**config.mk**
```make
export PLATFORM = sky130hd
export DESIGN_NAME = unidade_busca
export DESIGN_NICKNAME = d
export VERILOG_FILES = /design/src/rtl/riscv_pkg.sv /design/src/rtl/pc_reg.sv /design/src/rtl/unidade_busca.sv
export SDC_FILE = /design/constraint.sdc
export NUM_CORES = 1
export LEC_CHECK = 0
export ABC_CLOCK_PERIOD_IN_PS = 4900
export BUFFER_PORTS_ARGS = -buffer_cell sky130_fd_sc_hd__buf_4
export CAP_MARGIN = 5
export CORE_MARGIN = 2
export CORE_UTILIZATION = 43
export CTS_CLUSTER_DIAMETER = 80
export DETAILED_ROUTE_END_ITERATION = 12
export GPL_TIMING_DRIVEN = 1
export MAX_ROUTING_LAYER = met4
export PLACE_DENSITY = 0.85
export SLEW_MARGIN = 20
export SYNTH_ARGS = -nofsm -noshare
export SYNTH_HDL_FRONTEND = slang
export SYNTH_SLANG_ARGS = --single-unit
```
**constraint.sdc**
```tcl
create_clock -name clk -period 4.9 [get_ports clk]
set_clock_uncertainty 0.1 [all_clocks]
set_input_delay 0 -clock clk [delete_from_list [all_inputs] [get_ports clk]]
set_output_delay 0 -clock clk [all_outputs]
set_load 0.02 [all_outputs]
```
**src/rtl/riscv_pkg.sv**
```systemverilog
// Shared RISC-V front-end definitions: fetch FSM encodings, NOP and base opcodes.
package riscv_pkg;

    localparam int unsigned XLEN = 32;
    localparam int unsigned OPC_W = 7;

    typedef enum logic [1:0] {
        ST_IDLE = 2'd0,
        ST_REQ  = 2'd1,
        ST_WAIT = 2'd2,
        ST_DONE = 2'd3
    } fetch_state_e;

    // addi x0, x0, 0
    localparam logic [XLEN-1:0] INSTR_NOP = 32'h0000_0013;

    localparam logic [OPC_W-1:0] OPC_LOAD   = 7'h03;
    localparam logic [OPC_W-1:0] OPC_OP_IMM = 7'h13;
    localparam logic [OPC_W-1:0] OPC_AUIPC  = 7'h17;
    localparam logic [OPC_W-1:0] OPC_STORE  = 7'h23;
    localparam logic [OPC_W-1:0] OPC_OP     = 7'h33;
    localparam logic [OPC_W-1:0] OPC_LUI    = 7'h37;
    localparam logic [OPC_W-1:0] OPC_BRANCH = 7'h63;
    localparam logic [OPC_W-1:0] OPC_JALR   = 7'h67;
    localparam logic [OPC_W-1:0] OPC_JAL    = 7'h6F;
    localparam logic [OPC_W-1:0] OPC_SYSTEM = 7'h73;

    function automatic logic is_word_aligned(input logic [XLEN-1:0] addr);
        return addr[1:0] == 2'b00;
    endfunction

endpackage

```
**src/rtl/pc_reg.sv**
```systemverilog
// Program counter with next-PC select; misaligned targets are rejected and flagged.
module pc_reg
    import riscv_pkg::*;
#(
    parameter logic [31:0] RESET_PC = 32'h0000_0000
) (
    input  logic        clk,
    input  logic        rst_n,
    input  logic        load_en,
    input  logic        sel_target,
    input  logic [31:0] pc_target,
    output logic [31:0] pc,
    output logic [31:0] pc_plus4,
    output logic        misalign_err
);

    logic [31:0] pc_q, pc_d;
    logic        misalign_q, misalign_d;
    logic [31:0] next_pc_c;

    assign pc_plus4     = pc_q + 32'd4;
    assign pc           = pc_q;
    assign misalign_err = misalign_q;

    always_comb begin
        pc_d       = pc_q;
        misalign_d = misalign_q;
        next_pc_c  = sel_target ? pc_target : pc_plus4;
        if (load_en) begin
            if (is_word_aligned(next_pc_c)) begin
                pc_d = next_pc_c;
            end else begin
                misalign_d = 1'b1;
            end
        end
    end

    always_ff @(posedge clk or negedge rst_n) begin
        if (!rst_n) begin
            pc_q       <= RESET_PC;
            misalign_q <= 1'b0;
        end else begin
            pc_q       <= pc_d;
            misalign_q <= misalign_d;
        end
    end

endmodule

```
**src/rtl/unidade_busca.sv**
```systemverilog
// Instruction fetch unit: one memory read per start_fetch, with timeout fallback to NOP.
module unidade_busca
    import riscv_pkg::*;
#(
    parameter logic [31:0] RESET_PC = 32'h0000_0000,
    parameter int unsigned TIMEOUT  = 15
) (
    input  logic        clk,
    input  logic        rst,
    input  logic        start_fetch,
    input  logic        load_PC,
    input  logic        sel_PC_src,
    input  logic [31:0] pc_target,
    input  logic [31:0] imem_rdata,
    input  logic        imem_ack,
    output logic        imem_req,
    output logic [31:0] imem_addr,
    output logic [31:0] pc,
    output logic [31:0] pc_plus4,
    output logic [31:0] instr,
    output logic [6:0]  opcode,
    output logic        fetch_done,
    output logic        fetch_timeout,
    output logic        misalign_err
);

    localparam int unsigned CNT_W   = (TIMEOUT < 2) ? 1 : $clog2(TIMEOUT);
    localparam int unsigned TO_LAST = (TIMEOUT < 1) ? 0 : TIMEOUT - 1;

    fetch_state_e      state_q, state_d;
    logic [CNT_W-1:0]  cnt_q, cnt_d;
    logic [31:0]       instr_q, instr_d;
    logic              imem_req_q, imem_req_d;
    logic              fetch_done_q, fetch_done_d;
    logic              timeout_q, timeout_d;
    logic              pc_load_en_c;

    // PC may only move while no memory transaction is outstanding
    assign pc_load_en_c = load_PC && ((state_q == ST_IDLE) || (state_q == ST_DONE));

    pc_reg #(
        .RESET_PC (RESET_PC)
    ) u_pc_reg (
        .clk          (clk),
        .rst_n        (rst),
        .load_en      (pc_load_en_c),
        .sel_target   (sel_PC_src),
        .pc_target    (pc_target),
        .pc           (pc),
        .pc_plus4     (pc_plus4),
        .misalign_err (misalign_err)
    );

    always_comb begin
        state_d   = state_q;
        cnt_d     = cnt_q;
        instr_d   = instr_q;
        timeout_d = timeout_q;
        unique case (state_q)
            ST_IDLE: begin
                cnt_d = '0;
                if (start_fetch) begin
                    state_d = ST_REQ;
                end
            end
            ST_REQ: begin
                if (imem_ack) begin
                    instr_d = imem_rdata;
                    state_d = ST_DONE;
                end else begin
                    cnt_d   = '0;
                    state_d = ST_WAIT;
                end
            end
            ST_WAIT: begin
                if (imem_ack) begin
                    instr_d = imem_rdata;
                    state_d = ST_DONE;
                end else if (cnt_q == CNT_W'(TO_LAST)) begin
                    instr_d   = INSTR_NOP;
                    timeout_d = 1'b1;
                    state_d   = ST_DONE;
                end else begin
                    cnt_d = cnt_q + CNT_W'(1);
                end
            end
            ST_DONE: begin
                state_d = ST_IDLE;
            end
            default: begin
                state_d = ST_IDLE;
            end
        endcase
        // Outputs registered from the upcoming state so they align with it
        imem_req_d   = (state_d == ST_REQ) || (state_d == ST_WAIT);
        fetch_done_d = (state_d == ST_DONE);
    end

    always_ff @(posedge clk or negedge rst) begin
        if (!rst) begin
            state_q      <= ST_IDLE;
            cnt_q        <= '0;
            instr_q      <= INSTR_NOP;
            imem_req_q   <= 1'b0;
            fetch_done_q <= 1'b0;
            timeout_q    <= 1'b0;
        end else begin
            state_q      <= state_d;
            cnt_q        <= cnt_d;
            instr_q      <= instr_d;
            imem_req_q   <= imem_req_d;
            fetch_done_q <= fetch_done_d;
            timeout_q    <= timeout_d;
        end
    end

    assign imem_req      = imem_req_q;
    assign fetch_done    = fetch_done_q;
    assign fetch_timeout = timeout_q;
    assign instr         = instr_q;
    assign opcode        = instr_q[6:0];
    assign imem_addr     = pc;

endmodule

```
==> summary.md, run 1 <==
| Metric | Value |
|---|---|
| Critical path class | `flop to output pin` |
| Synth unique cells | `64` |
| Clk pwr share | `0.143` |
| Worst Path Max Fanout | `8` |
| Largest cells by area after synthesis | `dfrtp_1 (37%), nand2_1 (7.5%), buf_4 (7.0%), o21ai_0 (5.5%), xnor2_1 (3.7%)` |
| Clock Path Buffers | `2` |
| # nets final | `840` |
| Fill count | `838` |
| CTS tree | `yes` |
| Post-synth ARST share | `1.00` |
| Pwr Total | `4.13 mW` |
| Die X | `109 um` |
| Critical Path AT | `2.56 ns` |
| Seq pwr share | `0.293` |
| Reg clk slew, reported paths | `0.08 ns` |
| I/O pin count | `209` |
| Placed Cells | `823` |
| Worst Setup EP | `pc_plus4[30]` |
| Launch point of the critical path | `u_pc_reg.pc[3]` |
| Combinational share of power | `0.565` |
| Fraction of layout cells with a size suffix above 1 | `0.326` |
| Setup slack, reg-to-reg | `2.31 ns` |
| Top Metal Used | `met4` |
| P_leak | `3.26 nW` |
| DRT Pass-1 Iters | `7` |
| Post-synth EDFFs | `0` |
| Vias in the first global route | `4,869` |
| Max-Cap Viols | `0` |
| Port-buffer cells | `208` |
| Worst setup margin | `2.24 ns` |
| Global-route usage over all layers | `0.259` |
| Hpwl dp | `10,000 um` |
| Int Pwr | `2.20 mW` |
| Post-cts sizing count | `0` |
| Cell Pwr Density | `590 nW/um^2` |
| ANT cells | `0` |
| Final Hold Viols | `0` |
| Sw Share | `0.469` |
| Grt ovf | `0` |
| F_max | `377 MHz` |
| Total Neg Setup Slack | `0 ns` |
| Initial antenna violation count | `0` |
| Clock Latency Late Sink | `0.34 ns` |
| DRT met1 WL | `5840 um` |
| Clk root buf | `clkbuf_8` |
| Post-Syn Area | `4740 sq um` |
| Final Core Density | `0.649` |
| Worst slew pin tran | `0.972 ns` |
| First-pass GRT wire length | `23,500 um` |
| Initial DRC Count | `391` |
| R2R depth | `6` |
| Initial core utilization | `0.439` |
| Vias per inst | `5.53` |
| Met3 Routed Length | `934 um` |
| WP data required | `4.80 ns` |
| Prevailing post-synth register cell | `dfrtp_1` |
| Status | `completed` |
| Final non-filler cell total | `907` |
| Vias | `5,015` |
| Crit share post-route | `0.542` |
| Final hold slack | `0.0306 ns` |
| Mapped Cells | `549` |
| Net Count, Synth | `627` |
| Pins Over Slew Limit | `0` |
| Final ANT Viol Nets | `0` |
| Critical path endpoint category | `output pin` |
| Core area | `10,800 sq um` |
| Routed WL | `15,200 um` |
| Final Critical Period | `2.66 ns` |
| Met2 wire len | `7880 um` |
| Synth top area share | `0.375` |
| WL per Instance | `16.7 um` |
| Reg-to-Reg Start | `state_q[0]` |
| Dpl ws | `2.36 ns` |
| Post-route DRC | `0` |
| Net Sw Power | `1.94 mW` |
| RSZ-0062 raised after global routing | `false` |
| GPL Wtd Cong | `0.913` |
| FF-to-FF End | `u_pc_reg.pc[15]` |
| #FFs+latches synth | `74` |
| Hold Crit Class | `primary input to flop` |
| Post-CTS setup buffer count | `0` |
| CTS sink count | `74` |
| DIE AREA | `11,900 sq um` |
| Startpoint Class | `flop` |
| Synthesis-to-finish area growth | `47.7%` |
| Synthesized area per cell | `8.64 sq um` |
| Post-DP Area | `6070 sq um` |
| Cts bufs inserted | `9` |
| Final setup fails | `0` |
| Row cnt | `38` |
| Layout Cell Area excl Fill | `7000 sq um` |
| Maximum vdd ir drop | `0.320 mV` |
| Slew margin rel. | `0.352` |
| H-tree depth | `3` |
| Largest net degree at the start of global routing | `75` |
| Largest area contributor in the netlist | `dfrtp_1` |
| Die height | `109 um` |
| Seq/Total Area, Yosys | `0.391` |
| Yosys warns | `0` |
[cells in the mapped netlist, drive strengths merged (4+ instances only)]
cell / instances
o211ai: 12
clkbuf: 24
inv: 15
and3: 4
and4: 5
a21oi: 8
and2: 11
buf: 52
nand3: 21
ha: 8
nand2: 95
nor2: 24
nor3: 15
nor4: 6
xnor2: 20
xor2: 6
o311ai: 7
dfrtp: 71
or3: 6
or2: 5
nand4: 14
mux2i: 15
o21ai: 52
[cell usage in the layout, fill, tap and decap left out, types with 3 or more instances in the layout]
cell | Yosys | routed
o311ai_0 | 5 | 5
bufinv_16 | 0 | 3
and3_1 | 3 | 3
and2_1 | 11 | 11
and4_1 | 5 | 5
o211ai_1 | 12 | 12
o31ai_1 | 3 | 3
inv_1 | 15 | 15
mux2_2 | 3 | 3
nand2_1 | 95 | 95
buf_4 | 44 | 209
nor2_1 | 24 | 24
a311o_1 | 3 | 3
nor3_1 | 15 | 15
mux2i_1 | 15 | 15
xnor2_1 | 20 | 20
dlygate4sd3_1 | 0 | 68
dfstp_2 | 3 | 3
xor2_1 | 6 | 6
clkbuf_8 | 0 | 9
ha_1 | 8 | 8
dfrtp_1 | 71 | 71
or2_2 | 3 | 3
nand4b_1 | 3 | 3
nand3_1 | 20 | 20
or3_1 | 5 | 5
nor4_1 | 4 | 3
o2bb2ai_1 | 3 | 3
nand4_1 | 13 | 13
o21ai_0 | 52 | 52
a21oi_1 | 8 | 8
a22oi_1 | 3 | 3
[layer usage]
| metal | track usage | vias to the layer above |
|---|---|---|
| met1 | 0.310 | 2410 |
| li1 | - | 2324 |
| met2 | 0.423 | 236 |
| met5 | - | - |
| met3 | 0.0472 | 45 |
| met4 | 0.125 | 0 |
[cell families (layout without fill, tap and decap cells)]
logic type | Yosys count | after routing | share of synthesized area
xor+xnor | 26 | 26 | 0.0480
compound gates | 113 | 113 | 0.157
flops | 74 | 74 | 0.391
mux | 18 | 18 | 0.0388
buf+inv | 92 | 310 | 0.110
simple gates | 218 | 218 | 0.234
fa+ha+maj | 8 | 8 | 0.0211
[cell type report]
type,count,area [sq um],area share
clock buffers,10,128,0.0182
clock inverters,6,115,0.0164
inverters,16,60.1,0.00858
multi-input cells,383,2390,0.341
flip-flops and latches,74,1860,0.265
well taps,140,175,0.0250
repair buffers,278,2280,0.325
[worst max-delay path, cell delays in order (launching register included)]
cell	delay, ns
dfrtp_1	0.48
ha_1	0.26
nand3_1	0.33
or4_4	0.59
or2_4	0.25
xnor2_1	0.13
buf_4	0.17
[how the worst min path moves through the flow]
stage               cells after the start               to  slack (ns)          start
floorplan                               0         cnt_q[0]       -0.40            rst
global placement                        1         instr[9]        0.10            rst
detailed placement                      1         instr[8]        0.12            rst
CTS                                     4  u_pc_reg.pc[18]       0.009  pc_target[18]
global route                            3    fetch_timeout        0.03       imem_ack
finish                                  4  u_pc_reg.pc[18]        0.03  pc_target[18]
[repair_timing]
action                                 in CTS  in global routing
endpoints found under the hold margin     137                  0
hold buffers                               68                  0
setup endpoints to repair                   0                  0
[power groups by stage]
stage	clock network (mW)	logic, mW	registers (mW)
2_1_floorplan	0	1.28	1.36
3_3_place_gp	0	2.19	1.18
3_5_place_dp	0	2.27	1.21
4_1_cts	0.601	2.32	1.20
5_1_grt	0.636	2.51	1.25
6_report	0.591	2.33	1.21
Power figures use the tool's default switching activity.
==> run 2, diff against run 1 <==
--- a/config.mk
+++ b/config.mk
@@ -5,7 +5,7 @@
 export SDC_FILE = /design/constraint.sdc
 export NUM_CORES = 1
 export LEC_CHECK = 0
-export ABC_CLOCK_PERIOD_IN_PS = 4900
+export ABC_CLOCK_PERIOD_IN_PS = 2600
 export BUFFER_PORTS_ARGS = -buffer_cell sky130_fd_sc_hd__buf_4
 export CAP_MARGIN = 5
 export CORE_MARGIN = 2
==> constraint.sdc (replaced) <==
create_clock -name clk -period 2.6 [get_ports clk]
set_clock_uncertainty 0.1 [all_clocks]
set_input_delay 0 -clock clk [delete_from_list [all_inputs] [get_ports clk]]
set_output_delay 0 -clock clk [all_outputs]
set_load 0.02 [all_outputs]
==> summary.md, run 2 (synthesis gave the netlist of run 1 again) <==
| Metric | Value |
|---|---|
| Status | `completed` |
| Clock Latency Late Sink | `0.35 ns (about the same)` |
| Critical path endpoint category | `output pin` |
| Cts bufs inserted | `9 (unchanged)` |
| Hold Crit Class | `primary input to flop` |
| Total Neg Setup Slack | `0 ns (unchanged)` |
| Largest net degree at the start of global routing | `75 (unchanged)` |
| Critical Path, Cell by Cell | `nand4_1, nor2_1, nand3_1, xnor2_1, buf_4` |
| Worst hold path cell count | `2 (-2)` |
| Global-route usage over all layers | `0.269 (+0.0101)` |
| Post-DP Area | `6090 sq um (+0.37%)` |
| DRT Pass-1 Iters | `5 (-2)` |
| Dpl ws | `0.315 ns (-2.04 ns)` |
| Final Critical Period | `2.56 ns` |
| Crit-path max cell delay | `0.52 ns (-0.07 ns)` |
| Row cnt | `38 (unchanged)` |
| I/O pin count | `209 (unchanged)` |
| Most frequent cells in the layout | `buf_4 (215), nand2_1 (95), dfrtp_1 (70)` |
| Die height | `109 um (unchanged)` |
| Vias in the first global route | `4,816 (-1.1%)` |
| Final Hold Viols | `0 (unchanged)` |
| Number of stages on the worst setup path | `5 (-1)` |
| CTS sink count | `74 (unchanged)` |
| Worst slew pin tran | `0.959 ns (-0.0128 ns)` |
| Worst setup margin | `0.0429 ns (-2.20 ns)` |
| Crit share post-route | `0.983` |
| Vias | `5,094 (+1.6%)` |
| Final ANT Viol Nets | `0 (unchanged)` |
| Die X | `109 um (unchanged)` |
| Clock Path Buffers | `2 (unchanged)` |
| Pwr Total | `7.71 mW (+87%)` |
| H-tree depth | `3 (unchanged)` |
| GPL Wtd Cong | `0.875 (-4.1%)` |
| CTS tree | `yes` |
| First-pass GRT wire length | `24,300 um (+3.6%)` |
| ANT cells | `0 (unchanged)` |
| Clk root buf | `clkbuf_8` |
| Crit path max-delay family | `simple AND/OR/NAND/NOR gates` |
| Slew margin rel. | `0.360 (+0.00852)` |
| Synthesis-to-finish area growth | `48.0%` |
| Initial DRC Count | `451 (+15%)` |
| Startpoint Class | `flop` |
| P_leak | `3.28 nW (+0.53%)` |
| # nets final | `846 (+0.71%)` |
| WP data required | `2.50 ns (-2.30 ns)` |
| Max-Cap Viols | `0 (unchanged)` |
| Critical Path AT | `2.46 ns (-0.10 ns)` |
| R2R depth | `7 (+1)` |
| Layout Cell Area excl Fill | `7020 sq um (+0.21%)` |
| Post-route DRC | `0 (unchanged)` |
| DIE AREA | `11,900 sq um (unchanged)` |
| Core area | `10,800 sq um (unchanged)` |
| Initial antenna violation count | `0 (unchanged)` |
| Fraction of layout cells with a size suffix above 1 | `0.332 (+0.00566)` |
| Vias per inst | `5.59 (+1.0%)` |
| Reg clk slew, reported paths | `0.08 ns (about the same)` |
| Commonest non-fill, non-tap cell in the layout | `buf_4` |
| Maximum vdd ir drop | `0.532 mV (+66%)` |
| Port-buffer cells | `208 (unchanged)` |
| Critical path class | `flop to output pin` |
| Final setup fails | `0 (unchanged)` |
| Hpwl dp | `10,300 um (+2.9%)` |
| Grt ovf | `0 (unchanged)` |
| Worst Path Max Fanout | `8 (unchanged)` |
| F_max | `391 MHz` |
| RSZ-0062 raised after global routing | `true` |
| Critical path's slowest cell | `dfrtp_1` |
| Cell Pwr Density | `1100 nW/um^2 (+86%)` |
| Initial core utilization | `0.439 (unchanged)` |
| Pins Over Slew Limit | `0 (unchanged)` |
| Routed WL | `15,800 um (+4.4%)` |
| WL per Instance | `17.4 um (+3.8%)` |
| WP buf/inv | `1 (unchanged)` |
run 2: what timing repair did:
action	in CTS	in global routing
setup buffers	0	2
resized for setup	1	3
pin swaps	0	1
endpoints found under the setup margin	1	8
gates cloned	0	0
hold endpoints to repair	137	0
hold buffers	68	0
run 2: power breakdown:
| part | internal, mW | total [mW] | switching (mW) |
|---|---|---|---|
| Sequential | 1.62 | 2.30 | 0.684 |
| Clock | 0.534 | 0.974 | 0.440 |
| Combinational | 1.88 | 4.43 | 2.56 |
run 2: cell type report:
| type | count | area (sq um) |
|---|---|---|
| clock buffer | 10 | 128 |
| clock inverter | 5 | 80.1 |
| fill | 832 | 3780 |
| inverter | 16 | 60.1 |
| multi-input combinational | 383 | 2400 |
| sequential | 74 | 1860 |
| tap | 140 | 175 |
| timing repair buffer | 284 | 2310 |
run 2: worst paths after layout:
path	from	end	slack (ns)
worst max-delay path	u_pc_reg.pc[5]	pc_plus4[27]	0.04
worst min-delay path	sel_PC_src	u_pc_reg.pc[18]	0.04
worst max register to register	state_q[0]	instr[1]	0.12
worst min register to register	instr[26]	instr[26]	0.39
max in group asynchronous	rst	u_pc_reg.pc[9]	1.48
min in group asynchronous	rst	instr[30]	0.24
run 2: metrics by stage:
step	utilization	hold slack, ns	instances
finish	0.650	0.0408	912
global route	0.650	0.0260	912
CTS	0.647	0.0157	910
detailed placement	0.564	0.112	827
global placement	0.564	0.102	827
floorplan	-	-0.396	549
run 2: layer usage:
layer  GRT usage  share of wire
met4       0.146          0.040
met5           -              0
met3      0.0383          0.066
met1       0.325           0.38
met2       0.436           0.51
==> run 3, diff against run 2 <==
--- a/config.mk
+++ b/config.mk
@@ -10,6 +10,7 @@
 export CAP_MARGIN = 5
 export CORE_MARGIN = 2
 export CORE_UTILIZATION = 43
+export CTS_BUF_LIST = sky130_fd_sc_hd__clkbuf_16
 export CTS_CLUSTER_DIAMETER = 80
 export DETAILED_ROUTE_END_ITERATION = 12
 export GPL_TIMING_DRIVEN = 1
==> summary.md, run 3 (synthesis gave the netlist of run 1 again) <==
| Metric | Value |
|---|---|
| Row cnt | `38 (unchanged)` |
| Hpwl dp | `10,300 um (unchanged)` |
| FF-to-FF End | `instr[1]` |
| DIE AREA | `11,900 sq um (unchanged)` |
| WP data required | `2.50 ns (about the same)` |
| Crit share post-route | `0.952 (-0.0314)` |
| Slew margin rel. | `0.361 (+0.000371)` |
| Post-DP Area | `6090 sq um (unchanged)` |
| WL per Instance | `17.2 um (-1.1%)` |
| Clk root buf | `clkbuf_16` |
| Cts bufs inserted | `9 (unchanged)` |
| Final Critical Period | `2.48 ns (-0.0816 ns)` |
| Final Core Density | `0.658 (+0.00753)` |
| Die height | `109 um (unchanged)` |
| Final setup fails | `0 (unchanged)` |
| DRT Pass-1 Iters | `6 (+1)` |
| Vias per inst | `5.56 (-0.47%)` |
| Fill count | `833 (+0.12%)` |
| Fraction of layout cells with a size suffix above 1 | `0.332 (+0.000861)` |
| Reg clk slew, reported paths | `0.06 ns (-0.02 ns)` |
| Largest net degree at the start of global routing | `75 (unchanged)` |
| Worst Setup EP | `pc_plus4[30]` |
| Critical path endpoint category | `output pin` |
| Startpoint Class | `flop` |
| H-tree depth | `3 (unchanged)` |
| Critical Path AT | `2.38 ns (-0.08 ns)` |
| Launch point of the critical path | `u_pc_reg.pc[2]` |
| # nets final | `844 (-0.24%)` |
| Port-buffer cells | `208 (unchanged)` |
| Crit-path max cell delay | `0.55 ns (+0.03 ns)` |
| Critical Path, Cell by Cell | `ha_1, nand3_2, or4_4, or2_4, xnor2_1, buf_4` |
| Worst Path Max Fanout | `8 (unchanged)` |
| CTS sink count | `74 (unchanged)` |
| Clock Latency Late Sink | `0.33 ns (-0.02 ns)` |
| R2R depth | `7 (unchanged)` |
| Setup slack, reg-to-reg | `0.25 ns (+0.13 ns)` |
| Critical path's slowest cell | `or4_4` |
| Pins Over Slew Limit | `0 (unchanged)` |
| First-pass GRT wire length | `24,200 um (-0.28%)` |
| Max-Cap Viols | `0 (unchanged)` |
| CTS tree | `yes` |
| Commonest non-fill, non-tap cell in the layout | `buf_4` |
| Worst slew pin tran | `0.959 ns (-0.000556 ns)` |
| Vias in the first global route | `4,807 (-0.19%)` |
| P_leak | `3.32 nW (+1.2%)` |
| Initial antenna violation count | `0 (unchanged)` |
| Layout Cell Area excl Fill | `7100 sq um (+1.2%)` |
| Final hold slack | `0.0218 ns (-0.0190 ns)` |
| Reg-to-Reg Start | `state_q[0]` |
| Maximum vdd ir drop | `0.529 mV (-0.44%)` |
| I/O pin count | `209 (unchanged)` |
| Clock Path Buffers | `2 (unchanged)` |
| Hold Crit Class | `primary input to flop` |
| Total Neg Setup Slack | `0 ns (unchanged)` |
| Post-route DRC | `0 (unchanged)` |
| Global-route usage over all layers | `0.268 (-0.00163)` |
| Final Hold Viols | `0 (unchanged)` |
| Grt ovf | `0 (unchanged)` |
| Vias | `5,059 (-0.69%)` |
| Die X | `109 um (unchanged)` |
| Routed WL | `15,600 um (-1.3%)` |
| Status | `completed` |
| ANT cells | `0 (unchanged)` |
| Cell Pwr Density | `1130 nW/um^2 (+3.0%)` |
| Core area | `10,800 sq um (unchanged)` |
| GPL Wtd Cong | `0.875 (unchanged)` |
| Critical path class | `flop to output pin` |
| Final ANT Viol Nets | `0 (unchanged)` |
| F_max | `404 MHz (+3.3%)` |
| Initial DRC Count | `483 (+7.1%)` |
| Initial core utilization | `0.439 (unchanged)` |
| Synthesis-to-finish area growth | `49.7%` |
| Most frequent cells in the layout | `buf_4 (215), nand2_1 (95), dfrtp_1 (70)` |
-- run 3: through the flow --
stage | setup WS, ns | instances | total power [mW]
global placement | 0.433 | 827 | 6.40
global route | -0.0170 | 910 | 8.48
detailed placement | 0.315 | 827 | 6.57
finish | 0.124 | 910 | 8.03
CTS | 0.0176 | 908 | 7.98
floorplan | 0.363 | 549 | 4.98
-- run 3: area by class of cell --
class	count	area, sq um	share of cell area
Multi-Input combinational cell	383	2400	0.338
Clock buffer	9	225	0.0317
Sequential cell	74	1860	0.262
Inverter	16	60.1	0.00846
Timing Repair Buffer	282	2290	0.323
Tap cell	140	175	0.0247
Clock inverter	6	83.8	0.0118
-- run 3: worst min path at each step --
stage | from | to | slack [ns] | cells past startpoint
2_1_floorplan | rst | cnt_q[0] | -0.40 | 0
3_3_place_gp | rst | instr[9] | 0.10 | 1
3_5_place_dp | rst | instr[9] | 0.11 | 1
4_1_cts | pc_target[23] | u_pc_reg.pc[23] | 0.003 | 4
5_1_grt | pc_target[23] | u_pc_reg.pc[23] | 0.02 | 4
6_report | pc_target[23] | u_pc_reg.pc[23] | 0.02 | 4
-- run 3: worst max-delay path: cells and delay by family, from the launching register on --
| family | cells | cell delay, ns |
|---|---|---|
| XOR/XNOR | 1 | 0.13 |
| flip-flops | 1 | 0.45 |
| AND/OR/NAND/NOR | 3 | 1.03 |
| buffers and inverters | 1 | 0.17 |
| adder cells (fa/ha/maj) | 1 | 0.25 |
-- run 3: repair_timing --
action,4_1_cts,5_1_grt
buffers inserted,0,2
endpoints found under the hold margin,134,0
endpoints found under the setup margin,0,8
gates resized for setup,0,4
hold buffers,66,0
-- run 3: power by group --
| group | internal, mW | switching [mW] | leakage, nW | total [mW] |
|---|---|---|---|---|
| registers | 1.62 | 0.680 | 0.873 | 2.30 |
| clock network | 0.830 | 0.485 | 0.149 | 1.31 |
| logic | 1.87 | 2.54 | 2.29 | 4.41 |
-- run 3: per-layer routing --
| metal | vias to the layer above | GRT usage | share of wire | wire [um] |
|---|---|---|---|---|
| li1 | 2331 | - | - | - |
| met4 | 0 | 0.127 | 0.033 | 515 |
| met1 | 2415 | 0.330 | 0.40 | 6170 |
| met5 | - | - | 0 | 0 |
| met3 | 49 | 0.0430 | 0.063 | 977 |
| met2 | 264 | 0.429 | 0.51 | 7950 |
